`src/rtl/morph_window_ctrl.sv`:
```
// morph_window_ctrl
// Raster sequencer for the 3x3 binary morphology window. Tracks the input and
// output raster positions, primes the line buffers with IMG_W+1 pixels, drains
// them with IMG_W+1 padded shifts and frames the centre-pixel output stream
// under valid/ready backpressure.
module morph_window_ctrl #(
  parameter int IMG_W = 640,
  parameter int IMG_H = 480,
  parameter int COL_W = 10,
  parameter int ROW_W = 9
) (
  input  logic clk,
  input  logic rst,
  input  logic i_valid,
  input  logic i_sop,
  input  logic i_eop,
  output logic o_ready,
  output logic o_shift_en,
  output logic o_pad,
  output logic o_valid,
  input  logic i_ready,
  output logic o_sop,
  output logic o_eop,
  output logic o_border,
  output logic o_busy,
  output logic o_frame_err
);

  localparam int CNT_W = COL_W + 1;
  localparam logic [COL_W-1:0] LAST_COL  = COL_W'(IMG_W - 1);
  localparam logic [ROW_W-1:0] LAST_ROW  = ROW_W'(IMG_H - 1);
  // fill_cnt/pad_cnt hold this value on the shift that completes IMG_W+1
  localparam logic [CNT_W-1:0] PRIME_END = CNT_W'(IMG_W);

  typedef enum logic [1:0] {IDLE, FILL, RUN, FLUSH} state_t;

  state_t           state;
  logic [COL_W-1:0] in_col;
  logic [ROW_W-1:0] in_row;
  logic [COL_W-1:0] out_col;
  logic [ROW_W-1:0] out_row;
  logic [CNT_W-1:0] fill_cnt;
  logic [CNT_W-1:0] pad_cnt;
  logic             stall;
  logic             accept;
  logic             in_last;
  logic             out_first;
  logic             out_last;
  logic             emit;

  // Handshake, shift strobe and output-slot decode
  always_comb begin
    stall      = o_valid & ~i_ready;
    o_ready    = ~stall & (state != FLUSH);
    accept     = i_valid & o_ready;
    in_last    = (in_row == LAST_ROW) && (in_col == LAST_COL);
    out_first  = (out_row == '0) && (out_col == '0);
    out_last   = (out_row == LAST_ROW) && (out_col == LAST_COL);
    o_pad      = (state == FLUSH);
    o_busy     = (state != IDLE);
    emit       = 1'b0;
    o_shift_en = 1'b0;
    case (state)
      IDLE:  o_shift_en = accept & i_sop;
      FILL:  o_shift_en = accept;
      RUN: begin
        o_shift_en = accept;
        emit       = accept & ~i_sop;
      end
      FLUSH: begin
        o_shift_en = ~stall;
        emit       = ~stall;
      end
      default: ;
    endcase
  end

  // Sequencer state, raster counters and registered output flags
  always_ff @(posedge clk or posedge rst) begin
    if (rst) begin
      state       <= IDLE;
      in_col      <= '0;
      in_row      <= '0;
      out_col     <= '0;
      out_row     <= '0;
      fill_cnt    <= '0;
      pad_cnt     <= '0;
      o_valid     <= 1'b0;
      o_sop       <= 1'b0;
      o_eop       <= 1'b0;
      o_border    <= 1'b0;
      o_frame_err <= 1'b0;
    end else begin
      o_frame_err <= 1'b0;
      if (o_valid && i_ready) o_valid <= 1'b0;

      if (accept && i_sop) begin
        // This pixel becomes (0,0); a sop inside a frame abandons it
        if (state != IDLE) o_frame_err <= 1'b1;
        o_valid  <= 1'b0;
        state    <= FILL;
        in_row   <= '0;
        in_col   <= COL_W'(1);
        fill_cnt <= CNT_W'(1);
        out_row  <= '0;
        out_col  <= '0;
      end else if (accept && state == IDLE) begin
        // Stray pixel outside a frame: dropped without shifting
        o_frame_err <= 1'b1;
      end else if (accept) begin
        if (in_col == LAST_COL) begin
          in_col <= '0;
          in_row <= in_last ? '0 : in_row + 1'b1;
        end else begin
          in_col <= in_col + 1'b1;
        end
        // Covers both an early eop and a missing eop on the last pixel
        if (i_eop != in_last) o_frame_err <= 1'b1;
        if (state == FILL) begin
          fill_cnt <= fill_cnt + 1'b1;
          if (fill_cnt == PRIME_END) state <= RUN;
        end else if (in_last) begin
          state   <= FLUSH;
          pad_cnt <= '0;
        end
      end else if (state == FLUSH && !stall) begin
        pad_cnt <= pad_cnt + 1'b1;
        if (pad_cnt == PRIME_END) state <= IDLE;
      end

      if (emit) begin
        o_valid  <= 1'b1;
        o_sop    <= out_first;
        o_eop    <= out_last;
        o_border <= (out_row == '0) || (out_row == LAST_ROW) ||
                    (out_col == '0) || (out_col == LAST_COL);
        if (out_col == LAST_COL) begin
          out_col <= '0;
          out_row <= out_last ? '0 : out_row + 1'b1;
        end else begin
          out_col <= out_col + 1'b1;
        end
      end
    end
  end

endmodule

```
`config.mk`:
```
export PLATFORM = sky130hd
export DESIGN_NAME = morph_window_ctrl
export DESIGN_NICKNAME = d
export VERILOG_FILES = /design/src/rtl/morph_window_ctrl.sv
export SDC_FILE = /design/constraint.sdc
export NUM_CORES = 1
export LEC_CHECK = 0
export BUFFER_PORTS_ARGS = -buffer_cell sky130_fd_sc_hd__buf_4
export CAP_MARGIN = 20
export CORE_MARGIN = 8
export CORE_UTILIZATION = 39
export CTS_BUF_LIST = sky130_fd_sc_hd__clkbuf_8 sky130_fd_sc_hd__clkbuf_16
export DETAILED_ROUTE_END_ITERATION = 7
export HOLD_SLACK_MARGIN = 0.08
export PLACE_DENSITY = 0.57
export SYNTH_ARGS = -nofsm -noshare
export SYNTH_HDL_FRONTEND = slang
export SYNTH_SLANG_ARGS = --single-unit
```
`constraint.sdc`:
```
create_clock -name clk -period 2.77 [get_ports clk]
set_clock_uncertainty 0.05 [all_clocks]
set_input_delay 0.4155 -clock clk [delete_from_list [all_inputs] [get_ports clk]]
set_output_delay 0.4155 -clock clk [all_outputs]
set_load 0.01 [all_outputs]
```
==> impl_metrics.yaml <==
run_status:
  status: "completed"
synthesis:
  synthArstFlopShare_pct: 100.0
  synthCells: 434
  synth_fp_nets: 455
  synth.cell_area_mm2: 0.003839
  synth.area.top_cells: "dfrtp_1 (44%), nand3_1 (5.2%), o21ai_0 (5.2%)"
  synth.avg_cell_area_um2: 8.845
  post_synth_num_cell_types: 50
  synth_edf_count: 0
  yosys.area.top_type: "dfrtp_1"
  yosysWarnings: 0
  synth_seq_cells: 67
  synth_seq_area_share_pct: 43.68
  synth.top_cell.area_share_pct: 43.68
  synth_ff_type: "dfrtp_1"
route:
  drt_first_iter_violations: 113
  postRouteWirelength_mm: 8.832
  wl_met1_mm: 4.309
  vias: 3286
  routedWlPerCell_um: 14.74
  route.detailed.drc: 0
  post_drt_via_cell_ratio: 5.486
  drtPass1Iterations: 4
  wl_met2_mm: 4.101
  met3WireLength_um: 343
  antenna_left: 0
  route.top_layer_used: "met4"
setup_path:
  worst_setup_path_start_kind: "flip-flop"
  worstPathRequired_ps: 2300
  crit_family: "simple AND/OR/NAND/NOR gates"
  worstSetupPathType: "reg -> out"
  path_buf_inv: 1
  cp_max_fo: 8
  crit_path_max_incr_delay_ps: 430
  cp-end-kind: "output pin"
  crit_slowest_cell: "dfrtp_1"
  crit_chain: "ha_1 > nand2b_1 > nor2_1 > nand2_1 > a21oi_1 > buf_4"
  crit_arrival_ps: 2150
die:
  rows: 36
  core_mm2: 0.009684
  die_area_mm2: 0.01327
  start_util_pct: 39.64
  num_io_pins: 15
  dieWidth_um: 115.2
  dieHeight_um: 115.2
cells_and_area:
  area_growth_pct: 13.07
  antenna_cells: 0
  drive_gt1_share_pct: 11.37
  n_fill_cell: 964
  nets: 483
clock_network:
  ctsHoldBuffers: 0
  cts_root_buf: "clkbuf_8"
  insertion_delay_ps: 330
  cts.sinks: 67
  cts_buffer_depth: 2
  htreeDepth: 3
  cts_resized: 0
  cts_made_buffers: 9
  clkSlewWorstSetupHoldPaths_ps: 70
  cts_setup_buffers: 0
  cts_tree: "yes"
timing:
  finalCriticalPeriod_ps: 2612
  finalCritPeriodShare_pct: 94.30
  worstMarginPinSlew_ps: 787.8
  finalSetupTns_ps: 0
  relSlewSlack_pct: 47.24
  max_freq_mhz: 382.8
  final-max-slew-violation-count: 0
  finalSetupViolations: 0
  hold_viol: 0
  fin_ws_ps: 157.8
  rsz0062_at_grt: "no"
global_routing:
  grt_overflow_total: 0
  grt_util_all_layers_pct: 14.32
  grt_start_max_net_pins: 68
  grt_pass1_wl_mm: 15.24
  grt_pass1_vias: 3125
  antenna_found_initial: 0
power:
  powerDensity_mw_per_mm2: 664.5
  p_leak_nw: 1.927
  ir_drop_mv: 0.3133
placement:
  dp_hpwl_mm: 6.300
  dp_slack_ps: 509.4
  place.gp.congestion: 0.8480
  numPortBuffers: 14
job:
  max_cap_viol_count: 0
min_path:
  hp-class: "in -> async"
[flip-flops by register name, indices dropped and copies added, names as in the netlist, 2 cells and up]
name and count:
pad_cnt 11, in_col 10, out_col 10, in_row 9
state 2, out_row 9, fill_cnt 11
[worst register-to-register path, delay by kind of cell (launching register included)]
| family | cells | cell delay [ps] |
|---|---|---|
| AOI/OAI and AO/OA | 3 | 960 |
| DFF | 1 | 430 |
| adders and majority gates | 1 | 280 |
| buffers and inverters | 1 | 140 |
| and+or+nand+nor | 2 | 310 |
[Yosys cell counts, types with 3 or more instances]
master and number:
xnor2_1 9, nand2_1 47, a22o_1 6, nand4_1 13
inv_1 21, a21o_1 3, nor4_1 6, a21oi_1 18
mux2i_1 3, nand3_1 40, nor2b_1 4, o21ai_0 40
o211ai_1 3, nor4b_1 4, xor2_1 8, ha_1 15
clkbuf_1 7, a31oi_1 10, dfrtp_1 67, nand2b_1 3
o31ai_1 4, and4_1 3, nor3_1 11, and3_1 13
or3_1 4, or4_1 5, nor2_1 36
[cells in the final DEF, fill, tap and decap left out, types with 8 or more instances in the layout]
cell type   n
clkbuf_8   10
buf_4      26
nand3_1    40
nand4_1    13
nand2_1    47
and3_1     13
xnor2_1     9
dfrtp_1    67
nor3_1     11
xor2_1      8
ha_1       15
inv_1      22
o21ai_0    40
nor2_1     36
a31oi_1    10
a21oi_1    18
[report_power, final]
group          total, mW  switching, mW  internal [mW]
Combinational      0.911          0.547          0.363
Sequential          1.28          0.166           1.11
Clock              0.693          0.360          0.333
[layer usage]
| metal | global-route usage [%] | up-vias |
|---|---|---|
| li1 | - | 1636 |
| met1 | 18.53 | 1589 |
| met2 | 23.23 | 55 |
| met3 | 3.992 | 6 |
| met4 | 3.152 | 0 |
| met5 | 0 | - |
[path summary, 6_finish.rpt]
| kind | from | end | slack [ps] | depth (start not counted) |
|---|---|---|---|---|
| setup / recovery | state[0] | o_shift_en | 160 | 6 |
| hold / removal | rst | o_border | 90 | 3 |
| setup reg to reg | state[1] | pad_cnt[2] | 520 | 7 |
| hold reg to reg | o_eop | o_eop | 440 | 2 |
| max in group asynchronous | rst | fill_cnt[10] | 2240 | 3 |
| min in group clk | i_valid | o_valid | 380 | 3 |
[kinds of logic after synthesis]
logic type / synth area share [%]
AND/OR/NAND/NOR: 28.91
buffers and inverters: 3.097
flip-flops: 43.68
adder cells (fa/ha/maj): 4.889
AO/OA/AOI/OAI: 14.18
multiplexers: 1.369
XOR/XNOR: 3.879
[cell type report]
class	instances	area [um2]	share of cell area, %
clock buffers	10	137.6	3.171
well taps	133	166.4	3.834
inverters	21	78.83	1.816
flip-flops and latches	67	1677	38.63
multi-input cells	336	2043	47.07
repair buffers	27	215.2	4.958
clock inverters	5	22.52	0.5189
[stage by stage]
stage	instance area, um2	utilization, %	power [mW]	hold WS, ps	cells
after floorplan	3839	-	1.880	406.7	434
after global placement	4180	43.17	2.203	411.7	584
after detailed placement	4180	43.17	2.219	415.7	584
after CTS	4340	44.82	2.933	110.2	599
after global routing	4340	44.82	3.107	130.9	599
final	4340	44.82	2.884	88.95	599
(Power assumes the default switching activity.)
